$ cat config.mk
export PLATFORM = sky130hd
export DESIGN_NAME = encoder_4_2_rr
export DESIGN_NICKNAME = d
export VERILOG_FILES = /design/src/rtl/encoder_pkg.sv /design/src/rtl/rr_pick_4.sv /design/src/rtl/encoder_4_2_rr.sv
export SDC_FILE = /design/constraint.sdc
export NUM_CORES = 1
export LEC_CHECK = 0
export CAP_MARGIN = 30
export CORE_MARGIN = 2
export CORE_UTILIZATION = 40
export CTS_CLUSTER_SIZE = 10
export DETAILED_ROUTE_END_ITERATION = 8
export HOLD_SLACK_MARGIN = 0.08
export SLEW_MARGIN = 20
export SYNTH_ARGS = -nofsm -noshare
export SYNTH_HDL_FRONTEND = slang
export SYNTH_SLANG_ARGS = --single-unit
$ cat constraint.sdc
create_clock -name clk -period 9.3 [get_ports clk]
set_clock_uncertainty 0.15 [all_clocks]
set_input_delay 2.325 -clock clk [delete_from_list [all_inputs] [get_ports clk]]
set_output_delay 2.325 -clock clk [all_outputs]
set_load 0.03 [all_outputs]
$ cat src/rtl/encoder_pkg.sv
// Shared types and helpers for the 4:2 round-robin request encoder.
// Holds the index width, the FSM encoding and small bit-vector helpers.
package encoder_pkg;

  localparam int NUM_REQ = 4;
  localparam int IDX_W   = 2;

  typedef logic [IDX_W-1:0] idx_t;

  typedef enum logic [0:0] {
    IDLE = 1'b0,
    HOLD = 1'b1
  } state_t;

  function automatic logic [NUM_REQ-1:0] idx_onehot(input idx_t idx);
    logic [NUM_REQ-1:0] mask;
    mask      = 4'b0000;
    mask[idx] = 1'b1;
    return mask;
  endfunction

  function automatic logic [2:0] popcount4(input logic [NUM_REQ-1:0] vec);
    return {2'b00, vec[0]} + {2'b00, vec[1]} + {2'b00, vec[2]} + {2'b00, vec[3]};
  endfunction

endpackage

$ cat src/rtl/rr_pick_4.sv
// Combinational circular priority search over a 4-bit vector.
// Returns the first set index at or after start_i, wrapping past index 3.
module rr_pick_4
  import encoder_pkg::*;
(
  input  logic [NUM_REQ-1:0] vec_i,
  input  logic [IDX_W-1:0]   start_i,
  output logic [IDX_W-1:0]   idx_o,
  output logic               found_o
);

  idx_t cand_s;

  // Walk farthest-first so the nearest set candidate is the last one written.
  always_comb begin
    idx_o   = start_i;
    found_o = 1'b0;
    cand_s  = start_i;
    for (int k = NUM_REQ - 1; k >= 0; k--) begin
      cand_s = start_i + idx_t'(k);
      if (vec_i[cand_s]) begin
        idx_o   = cand_s;
        found_o = 1'b1;
      end else begin
        idx_o   = idx_o;
        found_o = found_o;
      end
    end
  end

endmodule

$ cat src/rtl/encoder_4_2_rr.sv
// Pending-request encoder: collects 4 request pulses, emits one index at a time
// through a valid/ready output stage, and counts requests lost to a full slot.
module encoder_4_2_rr
  import encoder_pkg::*;
#(
  parameter bit RR_EN  = 1'b1,
  parameter int DROP_W = 8
) (
  input  logic              clk,
  input  logic              rst_n,
  input  logic [3:0]        req_in,
  output logic [1:0]        enc_out,
  output logic              enc_valid,
  input  logic              enc_ready,
  output logic [3:0]        pend_out,
  output logic              overflow,
  output logic [DROP_W-1:0] drop_cnt
);

  state_t              state_q, state_d;
  logic [NUM_REQ-1:0]  pend_q, pend_d;
  idx_t                enc_q, enc_d;
  idx_t                last_grant_q, last_grant_d;
  logic                overflow_q, overflow_d;
  logic [DROP_W-1:0]   drop_cnt_q, drop_cnt_d;

  idx_t                start_s;
  idx_t                pick_idx_s;
  logic                pick_found_s;
  logic                load_s;
  logic [NUM_REQ-1:0]  xfer_mask_s;
  logic [NUM_REQ-1:0]  lost_s;
  logic [2:0]          lost_cnt_s;
  logic [DROP_W:0]     drop_sum_s;

  // Search origin: one past the last grant in round-robin mode, else index 0.
  always_comb begin
    if (RR_EN) begin
      start_s = last_grant_q + idx_t'(1'b1);
    end else begin
      start_s = idx_t'(1'b0);
    end
  end

  rr_pick_4 u_pick (
    .vec_i   (pend_q),
    .start_i (start_s),
    .idx_o   (pick_idx_s),
    .found_o (pick_found_s)
  );

  // Output-stage FSM: decide whether the picked index moves into enc_out.
  always_comb begin
    state_d      = state_q;
    load_s       = 1'b0;
    case (state_q)
      IDLE: begin
        if (pick_found_s) begin
          load_s  = 1'b1;
          state_d = HOLD;
        end else begin
          state_d = IDLE;
        end
      end
      HOLD: begin
        if (enc_ready) begin
          if (pick_found_s) begin
            load_s  = 1'b1;
            state_d = HOLD;
          end else begin
            state_d = IDLE;
          end
        end else begin
          state_d = HOLD;
        end
      end
      default: begin
        state_d = IDLE;
      end
    endcase
  end

  // Output code, grant pointer and pending update; a bit re-requested while
  // being transferred stays pending rather than being counted as lost.
  always_comb begin
    if (load_s) begin
      enc_d        = pick_idx_s;
      last_grant_d = pick_idx_s;
      xfer_mask_s  = idx_onehot(pick_idx_s);
    end else begin
      enc_d        = enc_q;
      last_grant_d = last_grant_q;
      xfer_mask_s  = 4'b0000;
    end
    pend_d     = (pend_q & ~xfer_mask_s) | req_in;
    lost_s     = req_in & pend_q & ~xfer_mask_s;
    lost_cnt_s = popcount4(lost_s);
  end

  // Saturating drop counter and sticky overflow flag.
  always_comb begin
    drop_sum_s = {1'b0, drop_cnt_q} + (DROP_W + 1)'(lost_cnt_s);
    if (drop_sum_s[DROP_W]) begin
      drop_cnt_d = {DROP_W{1'b1}};
    end else begin
      drop_cnt_d = drop_sum_s[DROP_W-1:0];
    end
    overflow_d = overflow_q | (|lost_s);
  end

  // State registers with asynchronous reset.
  always_ff @(posedge clk or negedge rst_n) begin
    if (!rst_n) begin
      state_q      <= IDLE;
      pend_q       <= 4'b0000;
      enc_q        <= 2'd0;
      last_grant_q <= 2'd3;
      overflow_q   <= 1'b0;
      drop_cnt_q   <= {DROP_W{1'b0}};
    end else begin
      state_q      <= state_d;
      pend_q       <= pend_d;
      enc_q        <= enc_d;
      last_grant_q <= last_grant_d;
      overflow_q   <= overflow_d;
      drop_cnt_q   <= drop_cnt_d;
    end
  end

  assign enc_out   = enc_q;
  assign enc_valid = (state_q == HOLD);
  assign pend_out  = pend_q;
  assign overflow  = overflow_q;
  assign drop_cnt  = drop_cnt_q;

endmodule

Word-level counts from Yosys, hierarchy flattened
Index checks and enable logic that the tools add are counted.
Widths: inputs -> output; s select.
- register bits: 18
- output and inout bits: 16
- add/subtract/negate cells: 8
- order comparisons: 6
- mux-type cells: 25
- bitwise gates (word level): 7
- reductions and logical operators: 2
- operators by type and width (operator ; count):
    $lt 2x3->1 const B ; 5
    $and 4x4->4 ; 3
    $mux 1 ; 12
    $add 8x3->9 ; 1
    $bmux 1 s2 ; 4
    $mux 2 ; 4
    $mux 8 ; 1
    $add 2x1->2 const B ; 2
    $add 2x2->2 const B ; 2
    $mux 4 ; 1
    $not 4->4 ; 1
    $or 4x4->4 ; 1
    $pmux 1 s2 ; 2
    $reduce_or 4->1 ; 1
    $add 2x1->3 ; 1
    $add 3x1->3 ; 1
    $add 1x1->2 ; 1
    $demux 1 s2 ; 1
    $ge 2x1->1 const B ; 1
    $logic_and 1x1->1 ; 1
    $not 1->1 ; 1
    $or 1x1->1 ; 1

Logic depth before layout (Yosys ltp)
Gate-level depths: netlist (run 1).
- word-level depth: 20
- gate-level depth with buffers: 14
- mapped depth without buffers: 13

Modules after synthesis
From an unflattened synthesis (run 1), not the netlist that was laid out.
- cell total of the unflattened synthesis: 94
- area, all modules: 977.2 um2
- modules (own cells, without submodules) (module ; times used ; cells an instance ; area each (um2) ; sequential area each (um2)):
    encoder_4_2_rr ; 1 ; 78 ; 877.1 ; 452.9
    rr_pick_4 ; 1 ; 16 ; 100.1 ; 0.0

Worst setup path before layout (run 1)
No wires, ideal clock.
- kind: input to register
- from: in enc_ready
- to: reg drop_cnt_q[6], in the netlist drop_cnt[6]
- library setup time: 0.125 ns
- arrival: 4.812 ns
- data required time: 9.025 ns
- slack: 4.213 ns
- cell stages on the path: 12
- buffers on the path: 0
- cell sequence: inv_1 -> a21o_1 -> or4_1 -> nand3_1 -> fa_1 -> fa_1 -> inv_1 -> fa_1 -> and3_1 -> nand3_1 -> nor3_1 -> a21oi_1
- cells in the longest elaborated chain, start to end: 10
- ends and longest elaborated chain (what ; RTL line ; source):
    start, declared ; encoder_4_2_rr.sv:14 ; input logic enc_ready,
    $mux 1 * ; encoder_4_2_rr.sv:66 ; if (enc_ready) begin
    $pmux 1 s2 * ; encoder_4_2_rr.sv:56 ; case (state_q)
    $mux 4 * ; encoder_4_2_rr.sv:86 ; if (load_s) begin
    $not 4->4 * ; encoder_4_2_rr.sv:96 ; lost_s = req_in & pend_q & ~xfer_mask_s;
    $and 4x4->4 * ; encoder_4_2_rr.sv:96 ;
    $add 1x1->2 ; encoder_pkg.sv:23 ; return {2'b00, vec[0]} + {2'b00, vec[1]} + {2'b00, vec[2]} + {2'b00, vec[3]};
    $add 2x1->3 ; encoder_pkg.sv:23 ;
    $add 3x1->3 * ; encoder_pkg.sv:23 ;
    $add 8x3->9 * ; encoder_4_2_rr.sv:102 ; drop_sum_s = {1'b0, drop_cnt_q} + (DROP_W + 1)'(lost_cnt_s);
    $mux 8 * ; encoder_4_2_rr.sv:103 ; if (drop_sum_s[DROP_W]) begin
    net drop_cnt_d[6] ; encoder_4_2_rr.sv:25 ; logic [DROP_W-1:0] drop_cnt_q, drop_cnt_d;
    end signal, assigned ; encoder_4_2_rr.sv:119 ; drop_cnt_q <= {DROP_W{1'b0}};
    end signal, assigned ; encoder_4_2_rr.sv:126 ; drop_cnt_q <= drop_cnt_d;
    end, declared ; encoder_4_2_rr.sv:25 ;
Mark *: on every way through the listed nets, which the timed path passes. The rest lies on a longest branch.
A chain may end at the register's enable or synchronous reset.

Worst setup path after layout (run 1)
Ends and elaborated chain as after synthesis.

==> out/results.tsv, run 1 <==
metric	value	unit
#FFs+latches synth	18	
slew margin rel.	45.83	%
CTS sink cnt	18	
initial antenna violation count	0	
Post-route DRC	0	
hold violation count in the final report	0	
Leak	0.6070	nW
Synth-to-Final Area Change	21.45	%
filler instances	272	
Main synth FF type	dfrtp_1	
post-layout util	50.86	%
PD cells	428.4	mW/mm2
fin area	0.001403	mm2
Final TNS setup	0	ns
Critical Path Start Type	primary input	
fin cells	177	
status	completed	
drt pass-1 iters	4	
DIE AREA	0.003333	mm2
Critical Path End Type	flip-flop	
via count	965	
vias in the first global route	950	
postcts setup bufs	0	
synthesized instance count	126	
final setup violating endpoints	0	
htree depth	1	
CORE AREA	0.002758	mm2
row count	19	
commonest non-fill, non-tap cell in the layout	clkdlybuf4s50_1	
Worst Path Class, Setup	in2reg	
die width	57.73	um
PortBufs	22	
grt total ovfl	0	
min Tclk post-route	5.365	ns
die height	57.73	um
Crit path arrival time	5.41	ns
layout cells sized above 1	7.534	%
warnings from Yosys	0	
PostCTS Resize Cnt	0	
fmax	186.4	MHz
routed len/inst	13.58	um
Post-Place Cells	173	
Num CTS Buffers	3	
crit path max fanout	5	
Synthesized Nets	137	
Syn Area/Cell	9.166	um2
hold buffer count at cts	0	
most frequent cells in the layout	22 x clkdlybuf4s50_1, 16 x dfrtp_1, 15 x nand2_1, 11 x nor2_1, 10 x inv_1	
Tightest Pin Transition	0.8100	ns
Initial Util	41.88	%
Post-synth EDFFs	0	
period utilisation layout	57.69	%
DP Area	0.001366	mm2
largest net degree at the start of global routing	19	
CTS Buffer Depth	2	
max-cap violation count	0	
DRT iter0 DRCs	22	
Detailed Route WL	2403	um
RSZ-0062 raised after global routing	no	
Slew Limit Fails	0	
Inserted Diodes	0	
clock slew at reported path FFs	0.11	ns
IR Drop Worst-Case VDD	0.2584	mV
global-route wire length before repair	4174	um
total power	600.9	uW
asr flop ratio synth	100.0	%
Distinct cells, synth	39	
DR vias/cell	5.452	
clock tree from TritonCTS	built	
Worst Hold Class	reg2reg	
Nets	158	
I/O pin count	23	
Post-DP HPWL	1865	um
worst endpoint required time	9.34	ns
gp weighted congestion	0.7754	
Post-DRT Antenna Nets	0	
gr usage total	16.31	%
Syn Std Cell Area	0.001155	mm2
clk_lat worst skew	0.29	ns
sequential area share after synthesis	39.22	%
clk root buf	clkbuf_4	
[routing by layer]
metal | track usage (%) | up-vias | routed length, um
li1 | - | 479 | -
met1 | 20.75 | 470 | 1102
met2 | 27.76 | 14 | 1202
met3 | 2.232 | 2 | 80
met4 | 6.977 | 0 | 18
met5 | 0 | - | 0
[power by group]
part           total, mW  internal (mW)  switching [mW]  leakage (nW)
Combinational      0.377          0.167           0.210         0.397
Clock             0.0480         0.0239          0.0241        0.0210
Sequential         0.176          0.118          0.0583         0.189
[stage by stage]
stage               setup WS, ns  hold slack, ns
CTS                        3.926          0.3846
floorplan                  4.213          0.4924
detailed placement         3.593          0.3577
finish                     3.935          0.3735
global route               3.709          0.4461
global placement           3.625          0.3469
[registers in the layout, summed over array words and instances (netlist names)]
name / flops
drop_cnt: 8
pend_out: 4
overflow: 1
enc_valid: 1
enc_out: 2
last_grant_q: 2
[worst max-delay path, cell delays in order]
cell and delay [ns]:
clkdlybuf4s50_1 0.45, inv_1 0.05, a21o_1 0.20, or4_1 0.54, nand3_1 0.12, fa_1 0.44
fa_1 0.45, inv_1 0.08, fa_1 0.21, and3_1 0.22, nand3_1 0.12, nor3_1 0.15
a21oi_1 0.05
[cell usage after synthesis, types with 2 or more instances]
library cell  count  area, um2
o21a_1            3      22.52
inv_1            10      37.54
and3_1            3      18.77
a21o_1            4      30.03
o21ai_0           3      15.01
nor3_1            2      10.01
nand2_1          15      56.30
nand2b_1          3      18.77
fa_1              3      60.06
buf_6             2      22.52
buf_2             2      10.01
o21ai_1           3      15.01
dfrtp_1          16      400.4
a21oi_1           8      40.04
xnor2_1           2      17.52
nor2b_1           5      31.28
nor2_1           11      41.29
dfstp_2           2      52.55
nand3_1           6      30.03
a31oi_1           3      18.77
buf_4             2      15.01
[cell type report]
class / instances / area (um2) / share of cell area (%)
tap: 31 / 38.79 / 2.765
clock buffer: 4 / 36.28 / 2.587
multi-input combinational: 92 / 616.8 / 43.98
sequential: 18 / 452.9 / 32.29
inverter: 10 / 37.54 / 2.676
timing repair buffer: 22 / 220.2 / 15.70
[logic make-up (layout without fill, tap and decap cells)]
kind of cell / Yosys count / after routing / synth area share, %
and+or+nand+nor: 50 / 50 / 21.13
AOI/OAI and AO/OA: 35 / 35 / 23.73
DFF: 18 / 18 / 39.22
buffers and inverters: 16 / 36 / 7.367
adders and majority gates: 4 / 4 / 6.284
xor gates and xnor gates: 3 / 3 / 2.276
[worst paths after layout]
path / from / to / slack (ns) / cells after the start
hold / removal: enc_out[1] / enc_out[1] / 0.37 / 2
setup reg to reg: last_grant_q[1] / drop_cnt[6] / 5.46 / 13
setup / recovery: enc_ready / drop_cnt[6] / 3.93 / 13
min in group asynchronous: rst_n / drop_cnt[4] / 2.34 / 1
hold reg to reg: enc_out[1] / enc_out[1] / 0.37 / 2
max in group asynchronous: rst_n / drop_cnt[1] / 6.16 / 1
(Power assumes the default switching activity.)
==> run 2: changes to the inputs <==
--- a/config.mk
+++ b/config.mk
@@ -11,6 +11,7 @@
 export CTS_CLUSTER_SIZE = 10
 export DETAILED_ROUTE_END_ITERATION = 8
 export HOLD_SLACK_MARGIN = 0.08
+export PLACE_DENSITY = 0.67
 export SLEW_MARGIN = 20
 export SYNTH_ARGS = -nofsm -noshare
 export SYNTH_HDL_FRONTEND = slang
==> constraint.sdc (replaced) <==
create_clock -name clk -period 4.55 [get_ports clk]
set_clock_uncertainty 0.15 [all_clocks]
set_input_delay 1.1375 -clock clk [delete_from_list [all_inputs] [get_ports clk]]
set_output_delay 1.1375 -clock clk [all_outputs]
set_load 0.03 [all_outputs]
==> run 2 against run 1 <==
  * Wire length is 1.5% higher
  * Hold slack worse by 0.016 ns
  * Count of clock-buffer cells in the layout stayed put
  * Critical endpoint unchanged
  * Worst setup slack worse by 3.7 ns
  * Largest power group unchanged
  * Sequential power is 100% higher
  * Clock power is 110% higher
  * Core utilization is 0.54 points higher
  * Critical path depth stayed put
  * Power is 110% higher
  * Via count is 1.6% higher
  * First-iteration DRC count is 14% lower
  * Flip-flop and latch count stayed put
==> out/results.tsv, run 2 (same netlist as run 1, synthesis figures left out) <==
metric	value	unit	change
status	completed		unchanged
Worst Hold Path EP	enc_out[0]		was enc_out[1]
gp weighted congestion	0.8201		was 0.7754
Nets	160		was 158
hold path startpoint	enc_out[0]		was enc_out[1]
P_sw	597.6	uW	was 292.3 uW
min Tclk post-route	4.304	ns	
sw frac	48.33	%	was 48.65%
die height	57.73	um	unchanged
Clk pwr share	8.0	%	about the same
commonest non-fill, non-tap cell in the layout	clkdlybuf4s50_1		unchanged
Leak	0.6167	nW	was 0.6070 nW
htree depth	1		unchanged
period utilisation layout	94.60	%	
postcts setup bufs	0		unchanged
CORE AREA	0.002758	mm2	unchanged
Crit path arrival time	4.34	ns	was 5.41 ns
initial antenna violation count	0		unchanged
Worst Reg-to-Reg Cells	13		unchanged
clk_lat worst skew	0.30	ns	was 0.29 ns
crit path max fanout	5		unchanged
R2R Setup Slk	0.59	ns	was 5.46 ns
worst r2r src	pend_out[0]		was last_grant_q[1]
max-cap violation count	0		unchanged
vias in the first global route	977		was 950
Num CTS Buffers	3		unchanged
CTS sink cnt	18		unchanged
die width	57.73	um	unchanged
layout cells sized above 1	8.784	%	was 7.534%
clk root buf	clkbuf_4		unchanged
DRT iter0 DRCs	19		was 22
gr usage total	16.37	%	was 16.31%
IR Drop Worst-Case VDD	0.5032	mV	was 0.2584 mV
row count	19		unchanged
fin area	0.001418	mm2	was 0.001403 mm2
DR vias/cell	5.475		was 5.452
routed len/inst	13.63	um	was 13.58 um
Worst Hold Class	reg2reg		unchanged
P_int	638.8	uW	was 308.5 uW
DIE AREA	0.003333	mm2	unchanged
Synth-to-Final Area Change	22.75	%	was 21.45%
hold violation count in the final report	0		unchanged
Post-DRT Antenna Nets	0		unchanged
max FFs per register	8		unchanged
clock slew at reported path FFs	0.11	ns	about the same
RSZ-0062 raised after global routing	no		unchanged
largest net degree at the start of global routing	19		unchanged
PostCTS Resize Cnt	0		unchanged
Final TNS setup	0	ns	unchanged
fmax	232.3	MHz	
Worst Path Class, Setup	in2reg		unchanged
Slew Limit Fails	0		unchanged
Post-route DRC	0		unchanged
PD cells	872.1	mW/mm2	was 428.4 mW/mm2
Post-DP HPWL	1846	um	was 1865 um
via count	980		was 965
hold buffer count at cts	0		unchanged
Detailed Route WL	2440	um	was 2403 um
Inserted Diodes	0		unchanged
CTS Buffer Depth	2		unchanged
drt pass-1 iters	4		unchanged
global-route wire length before repair	4312	um	was 4174 um
Critical Path End Type	flip-flop		unchanged
final setup violating endpoints	0		unchanged
Hold Path Depth	2		unchanged
DP Area	0.001381	mm2	was 0.001366 mm2
sequential share of power	29.0	%	was 29.3%
Initial Util	41.88	%	unchanged
clock tree from TritonCTS	built		unchanged
hold slack	0.3573	ns	was 0.3735 ns
I/O pin count	23		unchanged
most frequent cells in the layout	22 x clkdlybuf4s50_1, 16 x dfrtp_1, 15 x nand2_1, 11 x nor2_1, 10 x inv_1		unchanged
worst endpoint required time	4.58	ns	was 9.34 ns
Critical Path Start Type	primary input		unchanged
grt total ovfl	0		unchanged
R2R Path End	drop_cnt[6]		unchanged
slew margin rel.	46.58	%	was 45.83%
combinational power share	63.0	%	was 62.7%
PortBufs	22		unchanged
Tightest Pin Transition	0.7989	ns	was 0.8100 ns
-- run 2: cell count changes in the layout (fill, tap and decap cells not counted), sizes merged --
cell	delta
buf	+2
-- run 2: cell type report --
| class | count | area [um2] |
|---|---|---|
| fill | 277 | 1340 |
| multi-input combinational | 92 | 616.8 |
| sequential | 18 | 452.9 |
| timing repair buffer | 24 | 235.2 |
| tap | 31 | 38.79 |
| inverter | 10 | 37.54 |
| clock buffer | 4 | 36.28 |
-- run 2: worst max-delay path by stage --
stage	start	endpoint	cells past startpoint
3_5_place_dp	enc_ready	drop_cnt[6]	13
6_report	enc_ready	drop_cnt[6]	13
5_1_grt	enc_ready	drop_cnt[6]	13
3_3_place_gp	enc_ready	drop_cnt[3]	12
4_1_cts	enc_ready	drop_cnt[6]	13
2_1_floorplan	enc_ready	drop_cnt[6]	12
-- run 2: metal layers --
| metal | vias up | global-route usage [%] | wire length [um] |
|---|---|---|---|
| li1 | 478 | - | - |
| met1 | 480 | 22.06 | 1131 |
| met2 | 20 | 26.95 | 1196 |
| met3 | 2 | 2.902 | 96 |
| met4 | 0 | 4.983 | 15 |
| met5 | - | 0 | 0 |
-- run 2: power groups by stage --
| stage | Combinational (mW) | Sequential (mW) | Clock [mW] |
|---|---|---|---|
| CTS | 0.787 | 0.358 | 0.103 |
| finish | 0.779 | 0.358 | 0.0986 |
| global route | 0.863 | 0.377 | 0.111 |
| detailed placement | 0.779 | 0.360 | 0 |
| floorplan | 0.510 | 0.411 | 0 |
| global placement | 0.766 | 0.358 | 0 |
-- run 2: critical path, stage by stage --
cell and delay, ns:
clkdlybuf4s50_1 0.45, inv_1 0.06, a21o_1 0.20, or4_1 0.54
nand3_1 0.12, fa_1 0.45, fa_1 0.47, inv_1 0.09
fa_1 0.18, and3_1 0.21, nand3_1 0.13, nor3_1 0.22
a21oi_1 0.08
-- run 2: per-stage QoR --
stage	setup slack (ns)	cells	total power [mW]	util (%)
after floorplan	0.6506	126	0.9209	-
after global placement	0.1305	175	1.124	50.09
after detailed placement	-0.07140	175	1.139	50.09
after CTS	0.2738	179	1.248	51.41
after global routing	0.1256	179	1.350	51.41
final	0.2459	179	1.236	51.41
==> run 3: changes to the inputs <==
--- a/config.mk
+++ b/config.mk
@@ -11,7 +11,6 @@
 export CTS_CLUSTER_SIZE = 10
 export DETAILED_ROUTE_END_ITERATION = 8
 export HOLD_SLACK_MARGIN = 0.08
-export PLACE_DENSITY = 0.67
 export SLEW_MARGIN = 20
 export SYNTH_ARGS = -nofsm -noshare
 export SYNTH_HDL_FRONTEND = slang
==> constraint.sdc (replaced) <==
create_clock -name clk -period 5.3 [get_ports clk]
set_clock_uncertainty 0.15 [all_clocks]
set_input_delay 1.325 -clock clk [delete_from_list [all_inputs] [get_ports clk]]
set_output_delay 1.325 -clock clk [all_outputs]
set_load 0.03 [all_outputs]
==> results of run 3 <==
The final DEF is identical to that of run 1. Status: completed.
Main changes from that run: setup slack after placement 3.593 ns -> 0.5927 ns; setup slack after layout 3.935 ns -> 0.9348 ns; register-to-register setup slack 5.46 ns -> 1.46 ns; total power 0.6009 mW -> 1.054 mW; worst IR drop on VDD 0.2584 mV -> 0.4534 mV
